[src/rtl/rx_port_arbiter_if.sv]
// rx_port_arbiter_if
//   Bundles the RX-port side handshake, the packet-memory write port and the
//   per-frame report of rx_port_arbiter.
//   master : arbiter side (samples port/memory inputs, drives grant, writes, report)
//   slave  : environment side (RX MAC buffers, packet memory, frame accounting)
//   Signals:
//     port_req_i/valid_i/last_i/error_i [NUM_PORTS]  per-port frame pending / head word status
//     port_data_i [NUM_PORTS*DATA_WIDTH]             head word per port, port 0 in the LSBs
//     port_ready_o [NUM_PORTS]                       pop strobe for the granted head word
//     mem_wr_ready_i                                 memory accepts a write next cycle
//     mem_wr_en/data/last/abort/port_o               registered memory write port
//     frame_done/len/err_o                           committed-frame report
//     busy_o                                         arbiter not idle
interface rx_port_arbiter_if #(
    parameter int NUM_PORTS       = 4,
    parameter int DATA_WIDTH      = 8,
    parameter int MAX_FRAME_WORDS = 1522,
    parameter int LEN_W           = $clog2(MAX_FRAME_WORDS + 1),
    parameter int PORT_W          = $clog2(NUM_PORTS)
);
    logic [NUM_PORTS-1:0]            port_req_i;
    logic [NUM_PORTS*DATA_WIDTH-1:0] port_data_i;
    logic [NUM_PORTS-1:0]            port_valid_i;
    logic [NUM_PORTS-1:0]            port_last_i;
    logic [NUM_PORTS-1:0]            port_error_i;
    logic [NUM_PORTS-1:0]            port_ready_o;
    logic                            mem_wr_ready_i;
    logic                            mem_wr_en_o;
    logic [DATA_WIDTH-1:0]           mem_wr_data_o;
    logic                            mem_wr_last_o;
    logic                            mem_wr_abort_o;
    logic [PORT_W-1:0]               mem_wr_port_o;
    logic                            frame_done_o;
    logic [LEN_W-1:0]                frame_len_o;
    logic                            frame_err_o;
    logic                            busy_o;

    modport master (
        input  port_req_i, port_data_i, port_valid_i, port_last_i, port_error_i,
        input  mem_wr_ready_i,
        output port_ready_o,
        output mem_wr_en_o, mem_wr_data_o, mem_wr_last_o, mem_wr_abort_o, mem_wr_port_o,
        output frame_done_o, frame_len_o, frame_err_o, busy_o
    );

    modport slave (
        output port_req_i, port_data_i, port_valid_i, port_last_i, port_error_i,
        output mem_wr_ready_i,
        input  port_ready_o,
        input  mem_wr_en_o, mem_wr_data_o, mem_wr_last_o, mem_wr_abort_o, mem_wr_port_o,
        input  frame_done_o, frame_len_o, frame_err_o, busy_o
    );
endinterface

[src/rtl/rx_port_arbiter.sv]
// rx_port_arbiter
//   Packet-atomic round-robin arbiter moving complete frames from the RX port
//   buffers into the shared packet-memory write port, one word per cycle.
//   Enforces a maximum frame length (abort + drain) and an idle timeout (abort).
//   Ports:
//     switch_clk  switch clock
//     switch_rst  asynchronous active-high reset
//     bus         rx_port_arbiter_if.master (port handshake, memory write, frame report)
//
//   state | meaning
//   IDLE  | waiting for any port_req_i, picks next port after rr_ptr
//   GRANT | one cycle: clear counters, move rr_ptr to the granted port
//   XFER  | copy granted port's words to memory, watch length and timeout
//   DRAIN | oversize frame aborted: pop remaining words without writing
module rx_port_arbiter #(
    parameter int NUM_PORTS       = 4,
    parameter int DATA_WIDTH      = 8,
    parameter int MAX_FRAME_WORDS = 1522,
    parameter int TIMEOUT_CYCLES  = 64,
    parameter int LEN_W           = $clog2(MAX_FRAME_WORDS + 1)
) (
    input  logic              switch_clk,
    input  logic              switch_rst,
    rx_port_arbiter_if.master bus
);
    localparam int PORT_W = $clog2(NUM_PORTS);
    localparam int TO_W   = $clog2(TIMEOUT_CYCLES + 1);

    typedef enum logic [1:0] {IDLE, GRANT, XFER, DRAIN} state_t;

    state_t                  state_q;
    logic [PORT_W-1:0]       grant_q;
    logic [PORT_W-1:0]       rr_ptr_q;
    logic [LEN_W-1:0]        word_cnt_q;
    logic [LEN_W-1:0]        word_cnt_d;
    logic [TO_W-1:0]         to_cnt_q;

    logic                    mem_wr_en_q;
    logic [DATA_WIDTH-1:0]   mem_wr_data_q;
    logic                    mem_wr_last_q;
    logic                    mem_wr_abort_q;
    logic [PORT_W-1:0]       mem_wr_port_q;
    logic                    frame_done_q;
    logic [LEN_W-1:0]        frame_len_q;
    logic                    frame_err_q;
    logic                    busy_q;

    logic [PORT_W-1:0]       pick;
    logic [PORT_W-1:0]       idx;
    logic                    pick_vld;
    logic                    head_valid;
    logic                    head_last;
    logic                    head_err;
    logic [DATA_WIDTH-1:0]   head_data;
    logic                    at_max;
    logic                    xfer_accept;
    logic                    drain_accept;
    logic [NUM_PORTS-1:0]    port_ready;

    // Scan downward so the port closest after rr_ptr is assigned last and wins.
    always_comb begin
        pick     = '0;
        pick_vld = 1'b0;
        idx      = '0;
        for (int i = NUM_PORTS; i >= 1; i--) begin
            idx = PORT_W'((int'(rr_ptr_q) + i) % NUM_PORTS);
            if (bus.port_req_i[idx]) begin
                pick     = idx;
                pick_vld = 1'b1;
            end
        end
    end

    always_comb begin
        head_valid = 1'b0;
        head_last  = 1'b0;
        head_err   = 1'b0;
        head_data  = '0;
        for (int p = 0; p < NUM_PORTS; p++) begin
            if (grant_q == PORT_W'(p)) begin
                head_valid = bus.port_valid_i[p];
                head_last  = bus.port_last_i[p];
                head_err   = bus.port_error_i[p];
                head_data  = bus.port_data_i[p*DATA_WIDTH +: DATA_WIDTH];
            end
        end
    end

    // Once the counter is full the next cycle is spent issuing the abort, so no
    // further word may be accepted into memory.
    assign at_max       = (word_cnt_q == LEN_W'(MAX_FRAME_WORDS));
    assign word_cnt_d   = at_max ? word_cnt_q : word_cnt_q + LEN_W'(1);
    assign xfer_accept  = (state_q == XFER) && head_valid && bus.mem_wr_ready_i && !at_max;
    assign drain_accept = (state_q == DRAIN) && head_valid;

    always_comb begin
        port_ready = '0;
        if (xfer_accept || drain_accept) begin
            port_ready[grant_q] = 1'b1;
        end
    end

    always_ff @(posedge switch_clk or posedge switch_rst) begin
        if (switch_rst) begin
            state_q        <= IDLE;
            grant_q        <= '0;
            rr_ptr_q       <= PORT_W'(NUM_PORTS - 1);
            word_cnt_q     <= '0;
            to_cnt_q       <= '0;
            mem_wr_en_q    <= 1'b0;
            mem_wr_data_q  <= '0;
            mem_wr_last_q  <= 1'b0;
            mem_wr_abort_q <= 1'b0;
            mem_wr_port_q  <= '0;
            frame_done_q   <= 1'b0;
            frame_len_q    <= '0;
            frame_err_q    <= 1'b0;
            busy_q         <= 1'b0;
        end else begin
            mem_wr_en_q    <= 1'b0;
            mem_wr_last_q  <= 1'b0;
            mem_wr_abort_q <= 1'b0;
            frame_done_q   <= 1'b0;
            case (state_q)
                IDLE: begin
                    if (pick_vld) begin
                        grant_q <= pick;
                        busy_q  <= 1'b1;
                        state_q <= GRANT;
                    end
                end
                GRANT: begin
                    word_cnt_q <= '0;
                    to_cnt_q   <= TO_W'(TIMEOUT_CYCLES);
                    rr_ptr_q   <= grant_q;
                    state_q    <= XFER;
                end
                XFER: begin
                    if (xfer_accept) begin
                        mem_wr_en_q   <= 1'b1;
                        mem_wr_data_q <= head_data;
                        mem_wr_last_q <= head_last;
                        mem_wr_port_q <= grant_q;
                        word_cnt_q    <= word_cnt_d;
                        to_cnt_q      <= TO_W'(TIMEOUT_CYCLES);
                        if (head_last) begin
                            frame_done_q <= 1'b1;
                            frame_len_q  <= word_cnt_d;
                            frame_err_q  <= head_err;
                            busy_q       <= 1'b0;
                            state_q      <= IDLE;
                        end
                    end else if (at_max) begin
                        mem_wr_abort_q <= 1'b1;
                        state_q        <= DRAIN;
                    end else if (!head_valid) begin
                        // Down-counter: terminal count reached on this idle cycle.
                        if (to_cnt_q <= TO_W'(1)) begin
                            mem_wr_abort_q <= 1'b1;
                            busy_q         <= 1'b0;
                            state_q        <= IDLE;
                        end else begin
                            to_cnt_q <= to_cnt_q - TO_W'(1);
                        end
                    end
                end
                DRAIN: begin
                    if (drain_accept && head_last) begin
                        busy_q  <= 1'b0;
                        state_q <= IDLE;
                    end
                end
                default: begin
                    busy_q  <= 1'b0;
                    state_q <= IDLE;
                end
            endcase
        end
    end

    assign bus.port_ready_o   = port_ready;
    assign bus.mem_wr_en_o    = mem_wr_en_q;
    assign bus.mem_wr_data_o  = mem_wr_data_q;
    assign bus.mem_wr_last_o  = mem_wr_last_q;
    assign bus.mem_wr_abort_o = mem_wr_abort_q;
    assign bus.mem_wr_port_o  = mem_wr_port_q;
    assign bus.frame_done_o   = frame_done_q;
    assign bus.frame_len_o    = frame_len_q;
    assign bus.frame_err_o    = frame_err_q;
    assign bus.busy_o         = busy_q;
endmodule

[src/flat_wrapper.sv]
// flat-port wrapper written by rule: the top's interface ports become plain ports
module rx_port_arbiter_flat 
#(
    parameter int NUM_PORTS       = 4,
    parameter int DATA_WIDTH      = 8,
    parameter int MAX_FRAME_WORDS = 1522,
    parameter int TIMEOUT_CYCLES  = 64,
    parameter int LEN_W           = $clog2(MAX_FRAME_WORDS + 1)
)
  (switch_clk, switch_rst, bus_port_req_i, bus_port_data_i, bus_port_valid_i, bus_port_last_i, bus_port_error_i, bus_mem_wr_ready_i, bus_port_ready_o, bus_mem_wr_en_o, bus_mem_wr_data_o, bus_mem_wr_last_o, bus_mem_wr_abort_o, bus_mem_wr_port_o, bus_frame_done_o, bus_frame_len_o, bus_frame_err_o, bus_busy_o);
  rx_port_arbiter_if #(.NUM_PORTS(NUM_PORTS), .DATA_WIDTH(DATA_WIDTH), .MAX_FRAME_WORDS(MAX_FRAME_WORDS), .LEN_W(LEN_W)) bus_i ();
  input  logic switch_clk;
  input  logic switch_rst;
  input wire logic [$bits(bus_i.port_req_i)-1:0] bus_port_req_i;
  input wire logic [$bits(bus_i.port_data_i)-1:0] bus_port_data_i;
  input wire logic [$bits(bus_i.port_valid_i)-1:0] bus_port_valid_i;
  input wire logic [$bits(bus_i.port_last_i)-1:0] bus_port_last_i;
  input wire logic [$bits(bus_i.port_error_i)-1:0] bus_port_error_i;
  input wire logic [$bits(bus_i.mem_wr_ready_i)-1:0] bus_mem_wr_ready_i;
  output wire logic [$bits(bus_i.port_ready_o)-1:0] bus_port_ready_o;
  output wire logic [$bits(bus_i.mem_wr_en_o)-1:0] bus_mem_wr_en_o;
  output wire logic [$bits(bus_i.mem_wr_data_o)-1:0] bus_mem_wr_data_o;
  output wire logic [$bits(bus_i.mem_wr_last_o)-1:0] bus_mem_wr_last_o;
  output wire logic [$bits(bus_i.mem_wr_abort_o)-1:0] bus_mem_wr_abort_o;
  output wire logic [$bits(bus_i.mem_wr_port_o)-1:0] bus_mem_wr_port_o;
  output wire logic [$bits(bus_i.frame_done_o)-1:0] bus_frame_done_o;
  output wire logic [$bits(bus_i.frame_len_o)-1:0] bus_frame_len_o;
  output wire logic [$bits(bus_i.frame_err_o)-1:0] bus_frame_err_o;
  output wire logic [$bits(bus_i.busy_o)-1:0] bus_busy_o;
  assign bus_i.port_req_i = bus_port_req_i;
  assign bus_i.port_data_i = bus_port_data_i;
  assign bus_i.port_valid_i = bus_port_valid_i;
  assign bus_i.port_last_i = bus_port_last_i;
  assign bus_i.port_error_i = bus_port_error_i;
  assign bus_i.mem_wr_ready_i = bus_mem_wr_ready_i;
  assign bus_port_ready_o = bus_i.port_ready_o;
  assign bus_mem_wr_en_o = bus_i.mem_wr_en_o;
  assign bus_mem_wr_data_o = bus_i.mem_wr_data_o;
  assign bus_mem_wr_last_o = bus_i.mem_wr_last_o;
  assign bus_mem_wr_abort_o = bus_i.mem_wr_abort_o;
  assign bus_mem_wr_port_o = bus_i.mem_wr_port_o;
  assign bus_frame_done_o = bus_i.frame_done_o;
  assign bus_frame_len_o = bus_i.frame_len_o;
  assign bus_frame_err_o = bus_i.frame_err_o;
  assign bus_busy_o = bus_i.busy_o;
  rx_port_arbiter #(.NUM_PORTS(NUM_PORTS), .DATA_WIDTH(DATA_WIDTH), .MAX_FRAME_WORDS(MAX_FRAME_WORDS), .TIMEOUT_CYCLES(TIMEOUT_CYCLES), .LEN_W(LEN_W)) u_core (.switch_clk(switch_clk), .switch_rst(switch_rst), .bus(bus_i));
endmodule
[config.mk]
export PLATFORM = sky130hd
export DESIGN_NAME = rx_port_arbiter_flat
export DESIGN_NICKNAME = d
export VERILOG_FILES = /design/src/rtl/rx_port_arbiter_if.sv /design/src/rtl/rx_port_arbiter.sv /design/src/flat_wrapper.sv
export SDC_FILE = /design/constraint.sdc
export NUM_CORES = 1
export LEC_CHECK = 0
export BUFFER_PORTS_ARGS = -buffer_cell sky130_fd_sc_hd__buf_2
export CORE_MARGIN = 5
export CORE_UTILIZATION = 30
export CTS_BUF_LIST = sky130_fd_sc_hd__clkbuf_4 sky130_fd_sc_hd__clkbuf_8 sky130_fd_sc_hd__clkbuf_16
export CTS_CLUSTER_SIZE = 40
export DETAILED_ROUTE_END_ITERATION = 8
export GPL_TIMING_DRIVEN = 0
export SLEW_MARGIN = 10
export SYNTH_ARGS = -nofsm -noshare
export SYNTH_HDL_FRONTEND = slang
export SYNTH_SLANG_ARGS = --single-unit
[constraint.sdc]
create_clock -name switch_clk -period 2.6 [get_ports switch_clk]
set_input_delay 0 -clock switch_clk [delete_from_list [all_inputs] [get_ports switch_clk]]
set_output_delay 0 -clock switch_clk [all_outputs]
set_load 0.02 [all_outputs]
==> results of run 1 <==
-- state kept, by name (all words and copies together), names as in the netlist --
| signal | cells |
|---|---|
| u_core.bus.busy_o | 1 |
| u_core.bus.frame_done_o | 1 |
| u_core.bus.frame_err_o | 1 |
| u_core.bus.frame_len_o | 11 |
| u_core.bus.mem_wr_abort_o | 1 |
| u_core.bus.mem_wr_data_o | 8 |
| u_core.bus.mem_wr_en_o | 1 |
| u_core.bus.mem_wr_port_o | 2 |
| u_core.grant_q | 2 |
| u_core.rr_ptr_q | 2 |
| u_core.state_q | 2 |
| u_core.to_cnt_q | 7 |
| u_core.word_cnt_q | 11 |
-- synthesized netlist by cell type (2+ instances only) --
cell,number
nand4_1,3
nand3_1,9
a21oi_1,18
o21ai_0,6
o31ai_1,4
and2_1,2
mux4_1,3
inv_1,18
or4_1,4
o21ai_1,22
mux2_2,3
buf_2,3
a31oi_1,5
o41ai_1,3
or3_1,7
ha_1,8
o22ai_1,2
and3_1,3
nand4b_1,2
nor4_1,6
nor2_1,7
dfstp_2,2
dfrtp_1,48
xor2_1,2
nor3_1,3
inv_2,2
xnor2_1,7
nand2b_1,4
nand2_1,57
mux2i_1,4
clkbuf_1,10
mux4_2,8
-- worst paths after layout --
kind,start,to,slack [ns],cells past startpoint
setup / recovery,u_core.word_cnt_q[2],bus_port_ready_o[2],0.15,8
hold / removal,bus_port_req_i[2],u_core.grant_q[0],0.04,4
setup reg to reg,u_core.word_cnt_q[0],u_core.bus.busy_o,0.18,7
hold reg to reg,u_core.bus.mem_wr_data_o[4],u_core.bus.mem_wr_data_o[4],0.48,2
max in group asynchronous,switch_rst,u_core.word_cnt_q[8],1.75,4
min in group asynchronous,switch_rst,u_core.state_q[1],0.32,3
-- cell usage in the layout, fill, tap and decap left out, types with 4 or more instances in the layout --
cell	instances
nand2_1	57
dfrtp_1	48
o21ai_1	22
a31oi_1	5
nor4_1	6
or3_1	7
nor2_1	7
clkbuf_1	6
nand3_1	8
nand2b_1	4
mux4_2	8
o31ai_1	4
xnor2_1	7
buf_2	83
ha_1	8
a21oi_1	18
mux2i_1	4
inv_1	17
o21ai_0	6
clkbuf_8	5
-- worst register-to-register path: cells and delay by family (launching register included) --
family                   cells  cell delay (ns)
multiplexers                 1             0.33
buffers and inverters        1             0.09
AND/OR/NAND/NOR              2             0.96
adder cells (fa/ha/maj)      1             0.17
flip-flops                   1             0.46
AO/OA/AOI/OAI                2             0.31
-- kinds of logic after synthesis --
family	Yosys count
muxes	19
xor gates and xnor gates	9
DFF	50
and+or+nand+nor	113
buffers and inverters	36
adders and majority gates	8
AOI/OAI and AO/OA	72
-- cell type report --
class	instances	share of cell area
Multi-Input combinational cell	221	0.421
Timing Repair Buffer	83	0.119
Clock inverter	2	0.0103
Sequential cell	50	0.343
Inverter	20	0.0205
Clock buffer	6	0.0209
Tap cell	133	0.0455
Buffer	14	0.0199
-- routing by layer --
metal,up-vias,global-route usage,part of all wire
li1,1280,-,-
met1,1265,0.176,0.45
met2,47,0.217,0.51
met3,5,0.0284,0.038
met4,0,0.0225,0.0070
met5,-,0,0
-- through the flow --
step / cell area (um2) / total power (uW)
2_1_floorplan: 2930 / 2420
3_3_place_gp: 3500 / 2870
3_5_place_dp: 3520 / 2900
4_1_cts: 3650 / 3480
5_1_grt: 3650 / 3750
6_report: 3650 / 3460
-- power by group --
| group | switching [uW] | internal [uW] | leakage (uW) | total (uW) |
|---|---|---|---|---|
| logic | 1040 | 721 | 0.00100 | 1760 |
| clock network | 263 | 298 | 0.0000548 | 561 |
| registers | 144 | 995 | 0.000652 | 1140 |
| total | 1450 | 2010 | 0.00171 | 3460 |
-- repair_timing --
action                                 CTS  global route
setup endpoints to repair                4            24
endpoints found under the hold margin   24             0
resized for setup                        3             4
pin swaps                                0             0
hold buffers                             1             0
buffers inserted                         0             0
==> impl_metrics.json, run 1 <==
{
  "max_cap_violations": 0,
  "setup_slack_ns": 0.147,
  "grt_pass1_wl_mm": 12.5,
  "syn_to_final_growth_pct": 24.9,
  "cts_tree": "done",
  "synth_nets": 366,
  "syn_avg_cell_area_um2": 9.53,
  "slew_headroom": 0.277,
  "ys_warn_count": 0,
  "gp_congestion": 0.802,
  "yosys.area_share.simple": 0.192,
  "layout.nets": 454,
  "max_stage_delay_ns": 0.59,
  "dp_slack_ns": 0.0570,
  "drive_gt1_frac": 0.306,
  "worst_pin_slew_ns": 1.07,
  "synthArstFlopShare": 1.00,
  "synth-compound-area-share": 0.149,
  "drv_slew": 0,
  "synthTopCellsByArea": "dfrtp_1 (41%), nand2_1 (7.3%), mux4_2 (6.2%)",
  "multi_input_area_um2": 1540,
  "ys_ff_latch": 50,
  "cts_root_buf": "clkbuf_8",
  "synth_edf_count": 0,
  "ir_worst_vdd_mv": 0.320,
  "cp_max_fo": 10,
  "whs_ns": 0.0440,
  "synth_top_area_share": 0.410,
  "yosys.area_share.xor_xnor": 0.0269,
  "core_um2": 9640,
  "grt-ovfl-total": 0,
  "io_pins": 82,
  "p_per_area_nw_per_um2": 947,
  "cts_sinks": 50,
  "grt_max_degree": 28,
  "path_cells": "clkbuf_1 > nand2b_1 > or4_4 > nand3_2 > buf_4 > a21oi_1 > and2_1 > buf_2",
  "setup-violations-final": 0,
  "rows": 36,
  "grtUsageTotal": 0.130,
  "cts_made_buffers": 5,
  "io_buffers": 81,
  "grt_pass1_vias": 2613,
  "max_freq_ghz": 0.408,
  "hold_viol": 0,
  "synthAdderAreaFrac": 0.0342,
  "rsz0062_at_grt": "false",
  "post-route-min-period_ns": 2.45,
  "fin_cells": 529,
  "placed_cells": 522,
  "synth_cell_types": 54,
  "htreeDepth": 2,
  "critPathBufInv": 3,
  "min_path_type": "primary input to register",
  "critPathTopFamily": "simple AND/OR/NAND/NOR gates",
  "postRouteWirelength_mm": 7.67,
  "yosysSeqAreaShare": 0.428,
  "leakagePower_uw": 0.00171,
  "synth_top_family_by_area": "simple AND/OR/NAND/NOR gates",
  "num_antenna_cells": 0,
  "clk_path_buf_depth": 2,
  "grt_antenna_before_repair": 0,
  "drt_first_pass_iters": 4,
  "vias": 2597,
  "start_kind": "register",
  "nFillCells": 1014,
  "syn_inst": 307,
  "end_kind": "output port",
  "cp_data_arrival_time_ns": 2.45,
  "start_util": 0.304,
  "drt_iter0_drc": 163,
  "finClkSkew_ns": 0.00909,
  "cp.required_ns": 2.60,
  "clk_latency_ns": 0.30,
  "setup-tns-final_ns": 0,
  "die_height_um": 109,
  "dieWidth_um": 109,
  "hpwl_mm": 6.02,
  "outcome": "complete, no violations",
  "path_clk_slew_ns": 0.10,
  "drc": 0,
  "synthFlopType": "dfrtp_1",
  "synthMuxAreaShare": 0.119,
  "post-synth-top-area-cell": "dfrtp_1",
  "worst_path_max_delay_cell": "or4_4",
  "fin_util": 0.379,
  "drtAntennaViolNets": 0,
  "via_per_inst": 4.91,
  "wl_per_cell_um": 14.5,
  "die_area_um2": 11800,
  "fin_crit_sh": 0.943,
  "crit_type": "register to output port",
  "netlist_area_um2": 2930,
  "regArea_um2": 1250
}
No activity file was read; power rests on OpenSTA's default activity.
==> run 2, diff against run 1 <==
- clock period: 2.6 -> 2.3 ns (I/O delays scaled with it)
==> impl_metrics.json, run 2 (synthesis results as in run 1) <==
{
  "critPathTopFamily": "simple AND/OR/NAND/NOR gates",
  "cp_data_arrival_time_ns": 2.41,
  "final_common_cell": "buf_2",
  "finClkSkew_ns": 0.00558,
  "ir_worst_vdd_mv": 0.358,
  "max_stage_delay_ns": 0.55,
  "io_pins": 82,
  "final_cell_mix": "buf_2 (83), nand2_1 (57), dfrtp_1 (46)",
  "min_path_type": "primary input to register",
  "drc": 0,
  "path_cells": "or4_4 > or4_4 > a21oi_2 > o2111ai_2 > mux2_4",
  "hold_path_end": "u_core.grant_q[0]",
  "core_um2": 9640,
  "max_cap_violations": 0,
  "whs_path_depth": 4,
  "grt_antenna_before_repair": 0,
  "syn_to_final_growth_pct": 29.3,
  "worstHoldStart": "bus_port_req_i[2]",
  "power.total_uw": 4090,
  "rows": 36,
  "drtAntennaViolNets": 0,
  "dpl_cell_area_um2": 3520,
  "postLayoutCellArea_um2": 3780,
  "fin_cells": 537,
  "htreeDepth": 2,
  "clk_latency_ns": 0.30,
  "vias": 2615,
  "rr_startpoint": "u_core.to_cnt_q[3]",
  "cts_sinks": 50,
  "grt_max_degree": 28,
  "fin_crit_sh": 0.962,
  "cpMostUsedCell": "or4_4",
  "drt_iter0_drc": 207,
  "placed_cells": 522,
  "num_antenna_cells": 0,
  "hpwl_mm": 6.02,
  "drive_gt1_frac": 0.356,
  "die_height_um": 109,
  "wl_per_cell_um": 14.9,
  "reg2reg_slack_ns": 0.09,
  "layout.nets": 462,
  "rsz0062_at_grt": "true",
  "outcome": "complete, no violations",
  "grt_pass1_vias": 2635,
  "slew_headroom": 0.521,
  "io_buffers": 81,
  "post-route-min-period_ns": 2.21,
  "grt-ovfl-total": 0,
  "grtUsageTotal": 0.132,
  "p_per_area_nw_per_um2": 1080,
  "leakagePower_uw": 0.00177,
  "critPathBufInv": 0,
  "cp.required_ns": 2.50,
  "cts_made_buffers": 5,
  "max_freq_ghz": 0.452,
  "postRouteWirelength_mm": 7.99,
  "setup-violations-final": 0,
  "cp_max_fo": 5,
  "crit_type": "register to register",
  "worst_path_max_delay_cell": "or4_4",
  "path_clk_slew_ns": 0.10,
  "grt_pass1_wl_mm": 12.7,
  "die_area_um2": 11800,
  "gp_congestion": 0.802,
  "hold_viol": 0,
  "cts_tree": "done",
  "worst_pin_slew_ns": 0.712,
  "drv_slew": 0,
  "clk_path_buf_depth": 2,
  "start_kind": "register",
  "drt_first_pass_iters": 4,
  "dieWidth_um": 109,
  "r2r_end": "u_core.bus.busy_o",
  "end_kind": "register",
  "via_per_inst": 4.87,
  "start_util": 0.304,
  "nFillCells": 1004,
  "cts_root_buf": "clkbuf_8",
  "reg2reg_depth": 5
}
## run 2: cell count changes in the layout (fill, tap and decap cells not counted), moves of 2 or more
cell | previous run | this run
buf_4 | 2 | 10
clkbuf_1 | 6 | 1
clkbuf_2 | 2 | 7
dfrtp_1 | 48 | 46
dfrtp_2 | 0 | 2
## run 2: power by group
group | internal [uW] | switching [uW]
Clock | 337 | 303
Sequential | 1130 | 163
Combinational | 918 | 1240
Total | 2380 | 1710
## run 2: worst max path at each step
stage	startpoint	to	cells after the start
global route	u_core.grant_q[0]	bus_port_ready_o[0]	9
detailed placement	u_core.grant_q[1]	u_core.to_cnt_q[5]	7
finish	u_core.to_cnt_q[3]	u_core.bus.busy_o	5
global placement	u_core.grant_q[1]	u_core.to_cnt_q[5]	7
CTS	u_core.to_cnt_q[3]	u_core.to_cnt_q[4]	5
floorplan	u_core.grant_q[0]	u_core.bus.busy_o	6
## run 2: repair_timing
action | in CTS | in global routing
setup buffers | 4 | 4
hold endpoints to repair | 24 | 0
gates cloned | 0 | 1
endpoints found under the setup margin | 44 | 34
pin swaps | 0 | 4
gates resized for setup | 9 | 20
hold buffers | 1 | 0
## run 2: stage by stage
step / setup TNS (ns) / worst slack, ns / utilization / hold WS, ns
final: 0 / 0.0876 / 0.393 / 0.0461
after global placement: -3.98 / -0.209 / 0.363 / 0.366
after floorplan: 0 / 0.0851 / - / 0.211
after CTS: 0 / 0.0121 / 0.383 / 0.0453
after global routing: -0.0929 / -0.0443 / 0.393 / 0.101
after detailed placement: -4.65 / -0.243 / 0.365 / 0.110
## run 2: final cells by class
cell class              count  area, um2  area share
multi-input cells         221       1590       0.420
flip-flops and latches     50       1260       0.332
repair buffers             92        503       0.133
well taps                 133        166      0.0440
plain buffers              13       78.8      0.0208
clock buffers               6       76.3      0.0202
inverters                  20       75.1      0.0198
clock inverters             2       37.5     0.00992
## run 2: per-layer routing
metal / global-route usage / vias up / wire [um] / share of wire
li1: - / 1293 / - / -
met1: 0.179 / 1278 / 3560 / 0.45
met2: 0.219 / 40 / 4120 / 0.52
met3: 0.0284 / 4 / 268 / 0.034
met4: 0.0225 / 0 / 40 / 0.0050
met5: 0 / - / 0 / 0
## run 2: worst reg2reg max path, cell delays in order, from the launching register on
cell and delay, ns:
dfrtp_1 0.42, or4_4 0.55, or4_4 0.52, a21oi_2 0.16
o2111ai_2 0.13, mux2_4 0.33
